===== config.mk =====
export PLATFORM = sky130hd
export DESIGN_NAME = decode_stage_flat
export DESIGN_NICKNAME = d
export VERILOG_FILES = /design/src/rtl/decode_stage_if.sv /design/src/rtl/decode_stage.sv /design/src/flat_wrapper.sv
export SDC_FILE = /design/constraint.sdc
export NUM_CORES = 1
export LEC_CHECK = 0
export BUFFER_PORTS_ARGS = -buffer_cell sky130_fd_sc_hd__buf_4
export CAP_MARGIN = 20
export CORE_MARGIN = 3
export CORE_UTILIZATION = 45
export DETAILED_ROUTE_END_ITERATION = 7
export HOLD_SLACK_MARGIN = 0.15
export PLACE_DENSITY = 0.68
export SYNTH_ARGS = -nofsm -noshare
export SYNTH_HDL_FRONTEND = slang
export SYNTH_SLANG_ARGS = --single-unit

===== constraint.sdc =====
create_clock -name clock -period 3.2 [get_ports clock]
set_input_delay 0 -clock clock [delete_from_list [all_inputs] [get_ports clock]]
set_output_delay 0 -clock clock [all_outputs]
set_load 0.005 [all_outputs]

===== src/rtl/decode_stage_if.sv =====
`default_nettype none
// ============================================================================
// Module   : decode_stage_if
// Brief    : Fetch-side and execute-side handshake/payload bundle of decode_stage.
//            slave = decode stage view, master = surrounding pipeline view.
//            DECODE_ILLEGAL_TRAP_EN adds illegal_instruction.
// Revision : 1.0
// ============================================================================
interface decode_stage_if #(
    parameter int XLEN = 32
);
    logic            fetch_valid;
    logic            fetch_ready;
    logic [XLEN-1:0] fetch_instruction;
    logic [XLEN-1:0] fetch_pc;
    logic            flush;
    logic            execute_valid;
    logic            execute_ready;
    logic [XLEN-1:0] instruction;
    logic [XLEN-1:0] pc;
    logic            alu_branch_enable;
    logic            alu_unconditional_jalr_enable;
    logic            alu_unconditional_jal_enable;
    logic            alu_upper_immediate_lui_enable;
    logic            alu_upper_immediate_auipc_enable;
    logic            alu_register_immediate_enable;
    logic            alu_register_register_enable;
    logic [4:0]      rs1_select;
    logic [4:0]      rs2_select;
    logic [4:0]      rd_select;
    logic [XLEN-1:0] immediate;
`ifdef DECODE_ILLEGAL_TRAP_EN
    logic            illegal_instruction;
`endif

    modport slave (
        input  fetch_valid, fetch_instruction, fetch_pc, flush, execute_ready,
        output fetch_ready, execute_valid, instruction, pc,
               alu_branch_enable, alu_unconditional_jalr_enable,
               alu_unconditional_jal_enable, alu_upper_immediate_lui_enable,
               alu_upper_immediate_auipc_enable, alu_register_immediate_enable,
               alu_register_register_enable, rs1_select, rs2_select, rd_select,
               immediate
`ifdef DECODE_ILLEGAL_TRAP_EN
        , output illegal_instruction
`endif
    );

    modport master (
        output fetch_valid, fetch_instruction, fetch_pc, flush, execute_ready,
        input  fetch_ready, execute_valid, instruction, pc,
               alu_branch_enable, alu_unconditional_jalr_enable,
               alu_unconditional_jal_enable, alu_upper_immediate_lui_enable,
               alu_upper_immediate_auipc_enable, alu_register_immediate_enable,
               alu_register_register_enable, rs1_select, rs2_select, rd_select,
               immediate
`ifdef DECODE_ILLEGAL_TRAP_EN
        , input illegal_instruction
`endif
    );
endinterface

`default_nettype wire


===== src/rtl/decode_stage.sv =====
`default_nettype none
// ============================================================================
// Module   : decode_stage
// Brief    : RV32I decode stage; output register plus skid register so that
//            fetch_ready is a flop. Macro DECODE_ILLEGAL_TRAP_EN adds the
//            illegal_instruction output.
// Revision : 1.0
// ============================================================================
module decode_stage #(
    parameter int              XLEN     = 32,
    parameter logic [XLEN-1:0] RESET_PC = '0
) (
    input  wire logic     clock,
    input  wire logic     reset,
    decode_stage_if.slave bus
);

    localparam logic [6:0] c_op_branch    = 7'b1100011;
    localparam logic [6:0] c_op_jalr      = 7'b1100111;
    localparam logic [6:0] c_op_jal       = 7'b1101111;
    localparam logic [6:0] c_op_lui       = 7'b0110111;
    localparam logic [6:0] c_op_auipc     = 7'b0010111;
    localparam logic [6:0] c_op_reg_imm   = 7'b0010011;
    localparam logic [6:0] c_op_reg_reg   = 7'b0110011;
    localparam logic [6:0] c_funct7_base  = 7'b0000000;
    localparam logic [6:0] c_funct7_alt   = 7'b0100000;

    localparam int c_en_branch  = 6;
    localparam int c_en_jalr    = 5;
    localparam int c_en_jal     = 4;
    localparam int c_en_lui     = 3;
    localparam int c_en_auipc   = 2;
    localparam int c_en_reg_imm = 1;
    localparam int c_en_reg_reg = 0;

    typedef struct packed {
        logic [XLEN-1:0] instruction;
        logic [XLEN-1:0] pc;
        logic [6:0]      enables;
        logic [4:0]      rs1;
        logic [4:0]      rs2;
        logic [4:0]      rd;
`ifdef DECODE_ILLEGAL_TRAP_EN
        logic            illegal;
`endif
        logic [XLEN-1:0] immediate;
    } entry_t;

    // Empty slot: what the outputs show whenever execute_valid is low.
    function automatic entry_t f_bubble();
        entry_t e;
        e    = '0;
        e.pc = RESET_PC;
        return e;
    endfunction

    function automatic entry_t f_decode(input logic [XLEN-1:0] i, input logic [XLEN-1:0] p);
        entry_t e;
        logic   legal;
        e             = '0;
        legal         = 1'b1;
        e.instruction = i;
        e.pc          = p;
        e.rs1         = i[19:15];
        e.rs2         = i[24:20];
        e.rd          = i[11:7];
        // Every listed opcode ends in 2'b11, so the compressed-encoding check is implicit.
        case (i[6:0])
            c_op_branch: begin
                e.enables[c_en_branch] = 1'b1;
                e.immediate = {{19{i[31]}}, i[31], i[7], i[30:25], i[11:8], 1'b0};
            end
            c_op_jalr: begin
                e.enables[c_en_jalr] = 1'b1;
                e.immediate = {{20{i[31]}}, i[31:20]};
            end
            c_op_jal: begin
                e.enables[c_en_jal] = 1'b1;
                e.immediate = {{11{i[31]}}, i[31], i[19:12], i[20], i[30:21], 1'b0};
            end
            c_op_lui: begin
                e.enables[c_en_lui] = 1'b1;
                e.immediate = {i[31:12], 12'b0};
            end
            c_op_auipc: begin
                e.enables[c_en_auipc] = 1'b1;
                e.immediate = {i[31:12], 12'b0};
            end
            c_op_reg_imm: begin
                e.enables[c_en_reg_imm] = 1'b1;
                e.immediate = {{20{i[31]}}, i[31:20]};
            end
            c_op_reg_reg: begin
                e.enables[c_en_reg_reg] = 1'b1;
                legal = (i[31:25] == c_funct7_base) || (i[31:25] == c_funct7_alt);
            end
            default: legal = 1'b0;
        endcase
        if (!legal) begin
            e.enables   = '0;
            e.immediate = '0;
        end
`ifdef DECODE_ILLEGAL_TRAP_EN
        e.illegal = !legal;
`endif
        return e;
    endfunction

    entry_t out_q, out_d, skid_q, skid_d, w_fetch_entry;
    logic   out_valid_q, out_valid_d;
    logic   skid_valid_q, skid_valid_d;
    logic   fetch_ready_q, fetch_ready_d;
    logic   w_xfer, w_consume;

    always_comb begin
        w_fetch_entry = f_decode(bus.fetch_instruction, bus.fetch_pc);
        w_xfer        = bus.fetch_valid & fetch_ready_q;
        w_consume     = out_valid_q & bus.execute_ready;
        out_d         = out_q;
        out_valid_d   = out_valid_q;
        skid_d        = skid_q;
        skid_valid_d  = skid_valid_q;

        if (bus.flush) begin
            out_d        = f_bubble();
            out_valid_d  = 1'b0;
            skid_valid_d = 1'b0;
        end else if (!out_valid_q || w_consume) begin
            // A valid skid entry is always older than anything fetch could offer.
            if (skid_valid_q) begin
                out_d        = skid_q;
                out_valid_d  = 1'b1;
                skid_valid_d = 1'b0;
            end else if (w_xfer) begin
                out_d       = w_fetch_entry;
                out_valid_d = 1'b1;
            end else begin
                out_d       = f_bubble();
                out_valid_d = 1'b0;
            end
        end else if (w_xfer) begin
            skid_d       = w_fetch_entry;
            skid_valid_d = 1'b1;
        end

        fetch_ready_d = !skid_valid_d;
    end

    always_ff @(posedge clock) begin
        if (reset) begin
            out_q         <= f_bubble();
            out_valid_q   <= 1'b0;
            skid_q        <= f_bubble();
            skid_valid_q  <= 1'b0;
            fetch_ready_q <= 1'b0;
        end else begin
            out_q         <= out_d;
            out_valid_q   <= out_valid_d;
            skid_q        <= skid_d;
            skid_valid_q  <= skid_valid_d;
            fetch_ready_q <= fetch_ready_d;
        end
    end

    assign bus.fetch_ready                      = fetch_ready_q;
    assign bus.execute_valid                    = out_valid_q;
    assign bus.instruction                      = out_q.instruction;
    assign bus.pc                               = out_q.pc;
    assign bus.alu_branch_enable                = out_q.enables[c_en_branch];
    assign bus.alu_unconditional_jalr_enable    = out_q.enables[c_en_jalr];
    assign bus.alu_unconditional_jal_enable     = out_q.enables[c_en_jal];
    assign bus.alu_upper_immediate_lui_enable   = out_q.enables[c_en_lui];
    assign bus.alu_upper_immediate_auipc_enable = out_q.enables[c_en_auipc];
    assign bus.alu_register_immediate_enable    = out_q.enables[c_en_reg_imm];
    assign bus.alu_register_register_enable     = out_q.enables[c_en_reg_reg];
    assign bus.rs1_select                       = out_q.rs1;
    assign bus.rs2_select                       = out_q.rs2;
    assign bus.rd_select                        = out_q.rd;
    assign bus.immediate                        = out_q.immediate;
`ifdef DECODE_ILLEGAL_TRAP_EN
    assign bus.illegal_instruction              = out_q.illegal;
`endif

endmodule

`default_nettype wire

===== src/flat_wrapper.sv =====
// flat-port wrapper written by rule: the top's interface ports become plain ports
module decode_stage_flat 
#(
    parameter int              XLEN     = 32,
    parameter logic [XLEN-1:0] RESET_PC = '0
)
  (clock, reset, bus_fetch_valid, bus_fetch_instruction, bus_fetch_pc, bus_flush, bus_execute_ready, bus_fetch_ready, bus_execute_valid, bus_instruction, bus_pc, bus_alu_branch_enable, bus_alu_unconditional_jalr_enable, bus_alu_unconditional_jal_enable, bus_alu_upper_immediate_lui_enable, bus_alu_upper_immediate_auipc_enable, bus_alu_register_immediate_enable, bus_alu_register_register_enable, bus_rs1_select, bus_rs2_select, bus_rd_select, bus_immediate);
  decode_stage_if #(.XLEN(XLEN)) bus_i ();
  input  wire logic clock;
  input  wire logic reset;
  input wire logic [$bits(bus_i.fetch_valid)-1:0] bus_fetch_valid;
  input wire logic [$bits(bus_i.fetch_instruction)-1:0] bus_fetch_instruction;
  input wire logic [$bits(bus_i.fetch_pc)-1:0] bus_fetch_pc;
  input wire logic [$bits(bus_i.flush)-1:0] bus_flush;
  input wire logic [$bits(bus_i.execute_ready)-1:0] bus_execute_ready;
  output wire logic [$bits(bus_i.fetch_ready)-1:0] bus_fetch_ready;
  output wire logic [$bits(bus_i.execute_valid)-1:0] bus_execute_valid;
  output wire logic [$bits(bus_i.instruction)-1:0] bus_instruction;
  output wire logic [$bits(bus_i.pc)-1:0] bus_pc;
  output wire logic [$bits(bus_i.alu_branch_enable)-1:0] bus_alu_branch_enable;
  output wire logic [$bits(bus_i.alu_unconditional_jalr_enable)-1:0] bus_alu_unconditional_jalr_enable;
  output wire logic [$bits(bus_i.alu_unconditional_jal_enable)-1:0] bus_alu_unconditional_jal_enable;
  output wire logic [$bits(bus_i.alu_upper_immediate_lui_enable)-1:0] bus_alu_upper_immediate_lui_enable;
  output wire logic [$bits(bus_i.alu_upper_immediate_auipc_enable)-1:0] bus_alu_upper_immediate_auipc_enable;
  output wire logic [$bits(bus_i.alu_register_immediate_enable)-1:0] bus_alu_register_immediate_enable;
  output wire logic [$bits(bus_i.alu_register_register_enable)-1:0] bus_alu_register_register_enable;
  output wire logic [$bits(bus_i.rs1_select)-1:0] bus_rs1_select;
  output wire logic [$bits(bus_i.rs2_select)-1:0] bus_rs2_select;
  output wire logic [$bits(bus_i.rd_select)-1:0] bus_rd_select;
  output wire logic [$bits(bus_i.immediate)-1:0] bus_immediate;
  assign bus_i.fetch_valid = bus_fetch_valid;
  assign bus_i.fetch_instruction = bus_fetch_instruction;
  assign bus_i.fetch_pc = bus_fetch_pc;
  assign bus_i.flush = bus_flush;
  assign bus_i.execute_ready = bus_execute_ready;
  assign bus_fetch_ready = bus_i.fetch_ready;
  assign bus_execute_valid = bus_i.execute_valid;
  assign bus_instruction = bus_i.instruction;
  assign bus_pc = bus_i.pc;
  assign bus_alu_branch_enable = bus_i.alu_branch_enable;
  assign bus_alu_unconditional_jalr_enable = bus_i.alu_unconditional_jalr_enable;
  assign bus_alu_unconditional_jal_enable = bus_i.alu_unconditional_jal_enable;
  assign bus_alu_upper_immediate_lui_enable = bus_i.alu_upper_immediate_lui_enable;
  assign bus_alu_upper_immediate_auipc_enable = bus_i.alu_upper_immediate_auipc_enable;
  assign bus_alu_register_immediate_enable = bus_i.alu_register_immediate_enable;
  assign bus_alu_register_register_enable = bus_i.alu_register_register_enable;
  assign bus_rs1_select = bus_i.rs1_select;
  assign bus_rs2_select = bus_i.rs2_select;
  assign bus_rd_select = bus_i.rd_select;
  assign bus_immediate = bus_i.immediate;
  decode_stage #(.XLEN(XLEN), .RESET_PC(RESET_PC)) u_core (.clock(clock), .reset(reset), .bus(bus_i));
endmodule

==> metrics.md <==
| Metric | Value |
|---|---|
| Status | `finished, final reports clean` |
| Drt wl/cell | `18.1 um` |
| Syn Nets | `1,109` |
| Pin count of the biggest net entering global routing | `91` |
| 1st-iter DRT viols | `685` |
| Share of synthesized registers carrying an async set or reset | `0%` |
| Fmax | `0.335 GHz` |
| Most common cell after layout, fill and taps aside | `dfxtp_1` |
| Max-cap violations | `0` |
| Residual DRC count | `0` |
| Initial antenna violation count | `0` |
| R2r worst-path depth | `6` |
| Clock power frac | `43.9%` |
| # hold bufs at CTS | `80` |
| FP Rows | `49` |
| Yosys warning count | `0` |
| Final Slew Violations | `0` |
| Die width | `144 um` |
| CP Class | `reg -> reg` |
| Flop pwr share | `48.1%` |
| CTS root buf | `clkbuf_16` |
| Post_cts resized | `0` |
| CTS buffer count | `22` |
| Dpl cells | `1,359` |
| Slew of the pin with the lowest slew margin | `951 ps` |
| WHS Path Cells | `4` |
| Hold slack | `315 ps` |
| Endpoints failing setup | `0` |
| Multi-input gate area in the final layout | `3860 um^2` |
| Critical path arrival | `3370 ps` |
| Lkg Pwr | `4.40 nW` |
| Fin util | `62.2%` |
| Fin cells | `1,476` |
| Post-synthesis sequential area ratio | `49.0%` |
| VDD IR max | `309 uV` |
| Postcts setup bufs | `0` |
| I/O pins | `189` |
| Post-synth EDFFs | `0` |
| Clock skew | `9.54 ps` |
| Top cells by area, synth | `dfxtp_1 49%, a21oi_1 8.6%, nand2_1 8.0%, a221oi_1 7.4%, nor2_1 4.7%` |
| CP Capture Type | `flip-flop` |
| Vias in the first global route | `7,797` |
| Area Growth Syn to Fin | `33.0%` |
| WP data required | `3580 ps` |
| Comb power frac | `8.0%` |
| # nets final | `1,303` |
| Syn Inst Count | `1,040` |
| Grt ovf | `0` |
| Later-pin clock latency in the skew report | `490 ps` |
| Final hold vios | `0` |
| Vias per inst | `5.76` |
| Flops & latches, synth | `209` |
| Filler Cell Count | `1,610` |
| Register area | `4190 um^2` |
| TritonCTS clock tree | `done` |
| Synth area leader | `dfxtp_1` |
| Vias | `8,508` |
| Placed cell area | `9890 um^2` |
| IO Port Bufs | `188` |
| Fin crit period | `2990 ps` |
| Final period util | `93.4%` |
| Mapped cell area | `8540 um^2` |
| CTS Buffer Depth | `3` |
| Die Y | `144 um` |
| Worst Hold Class | `in -> reg` |
| Sw frac | `22.7%` |
| Slew HR | `36.6%` |
| DP Wirelength | `16,200 um` |
| Cell internal pwr | `4.25 mW` |
| Share of layout cells above drive strength 1 | `20.7%` |
| Detailed Route WL | `26,800 um` |
| Clock Sink Count | `209` |
| CTS clk-pin slew, worst paths | `60 ps` |
| Syn avg cell area | `8.21 um^2` |
| Post-detailed-route count of antenna-violating nets | `0` |
| Gr usage total | `24.8%` |
| Global-route wire length before repair | `42,100 um` |
| H-tree levels | `1` |
| Worst-path maximum fanout | `68` |
| GPL Wtd Cong | `0.846` |
| Most frequent cells in the layout | `208 x dfxtp_1, 204 x buf_4, 181 x nand2_1, 146 x a21oi_1, 106 x nor2_1` |
| Post-synth top flop | `dfxtp_1` |
| Pwr per Cell Area | `484 nW/um^2` |
| RSZ-0062 raised after global routing | `no` |
| Final instance area | `11,400 um^2` |
| TNS Setup | `0 ps` |
| Count of cell types in the netlist | `47` |
| Drt first pass iters | `5` |
| Top-area cell type share of the netlist area | `49.0%` |
| Startpoint Class | `flip-flop` |
| Starting Density | `46.7%` |
| Psw | `1.25 mW` |
| Core area | `18,300 um^2` |
| Die area | `20,700 um^2` |
-- critical path: stages (launching register included) --
cell and delay, ps:
dfxtp_4 640, buf_4 680, o21ai_0 260, nor2_1 130, dlygate4sd3_1 550, nor2_1 40
dlygate4sd3_1 560
-- metal layers --
metal  global-route usage (%)  vias to the layer above  wire length, um
met5                        0                        -                0
met2                     39.7                      381            12400
li1                         -                     4105                -
met3                     3.66                       40             2100
met4                     5.90                        0              437
met1                     35.6                     3982            11900
-- area by class of cell --
| class | instances | area share (%) |
|---|---|---|
| Clock inverter | 2 | 0.308 |
| Tap cell | 229 | 2.52 |
| Inverter | 1 | 0.0331 |
| Antenna cell | 1 | 0.0220 |
| Sequential cell | 209 | 36.9 |
| Clock buffer | 34 | 5.52 |
| Timing Repair Buffer | 285 | 20.7 |
| Multi-Input combinational cell | 715 | 34.0 |
-- stage by stage --
step / worst slack [ps] / power [mW]
floorplan: 1650 / 2.87
global placement: 1110 / 3.06
detailed placement: 1050 / 3.07
CTS: 202 / 5.52
global route: 54.5 / 5.68
finish: 213 / 5.49
-- final timing paths --
check                       from                     end  slack [ps]
max          u_core.skid_valid_q  u_core.bus.fetch_ready         210
max reg2reg  u_core.skid_valid_q  u_core.bus.fetch_ready         210
min             bus_fetch_pc[20]       u_core.skid_q[74]         320
min reg2reg    u_core.skid_q[34]       u_core.skid_q[34]         450
-- cell usage after synthesis, types with 12 or more instances --
cell type,number
a211oi_1,16
a21oi_1,146
a221oi_1,72
buf_2,12
buf_4,15
clkbuf_1,80
dfxtp_1,209
nand2_1,181
nor2_1,108
nor3_1,70
o21ai_0,32
o221ai_1,12
-- cell families (layout without fill, tap and decap cells) --
| logic type | after synthesis | count (layout) | synth area share, % |
|---|---|---|---|
| AO/OA/AOI/OAI | 324 | 324 | 25.4 |
| buffers and inverters | 116 | 322 | 6.13 |
| flip-flops | 209 | 209 | 49.0 |
| other | 0 | 1 | 0 |
| AND/OR/NAND/NOR | 391 | 391 | 19.4 |
-- power by group through the flow --
stage | Combinational [mW] | Clock, mW | Sequential, mW
after floorplan | 0.169 | 0 | 2.70
after global placement | 0.362 | 0 | 2.70
after detailed placement | 0.364 | 0 | 2.70
after CTS | 0.434 | 2.44 | 2.64
after global routing | 0.473 | 2.56 | 2.65
final | 0.438 | 2.41 | 2.64
-- registers in the layout, summed over array words and instances (netlist names), 4 cells and up --
signal	flops
u_core.skid_q	103
u_core.bus.immediate	32
u_core.bus.pc	32
u_core.bus.instruction	28
u_core.bus.rs1_select	4
Power figures use the tool's default switching activity.
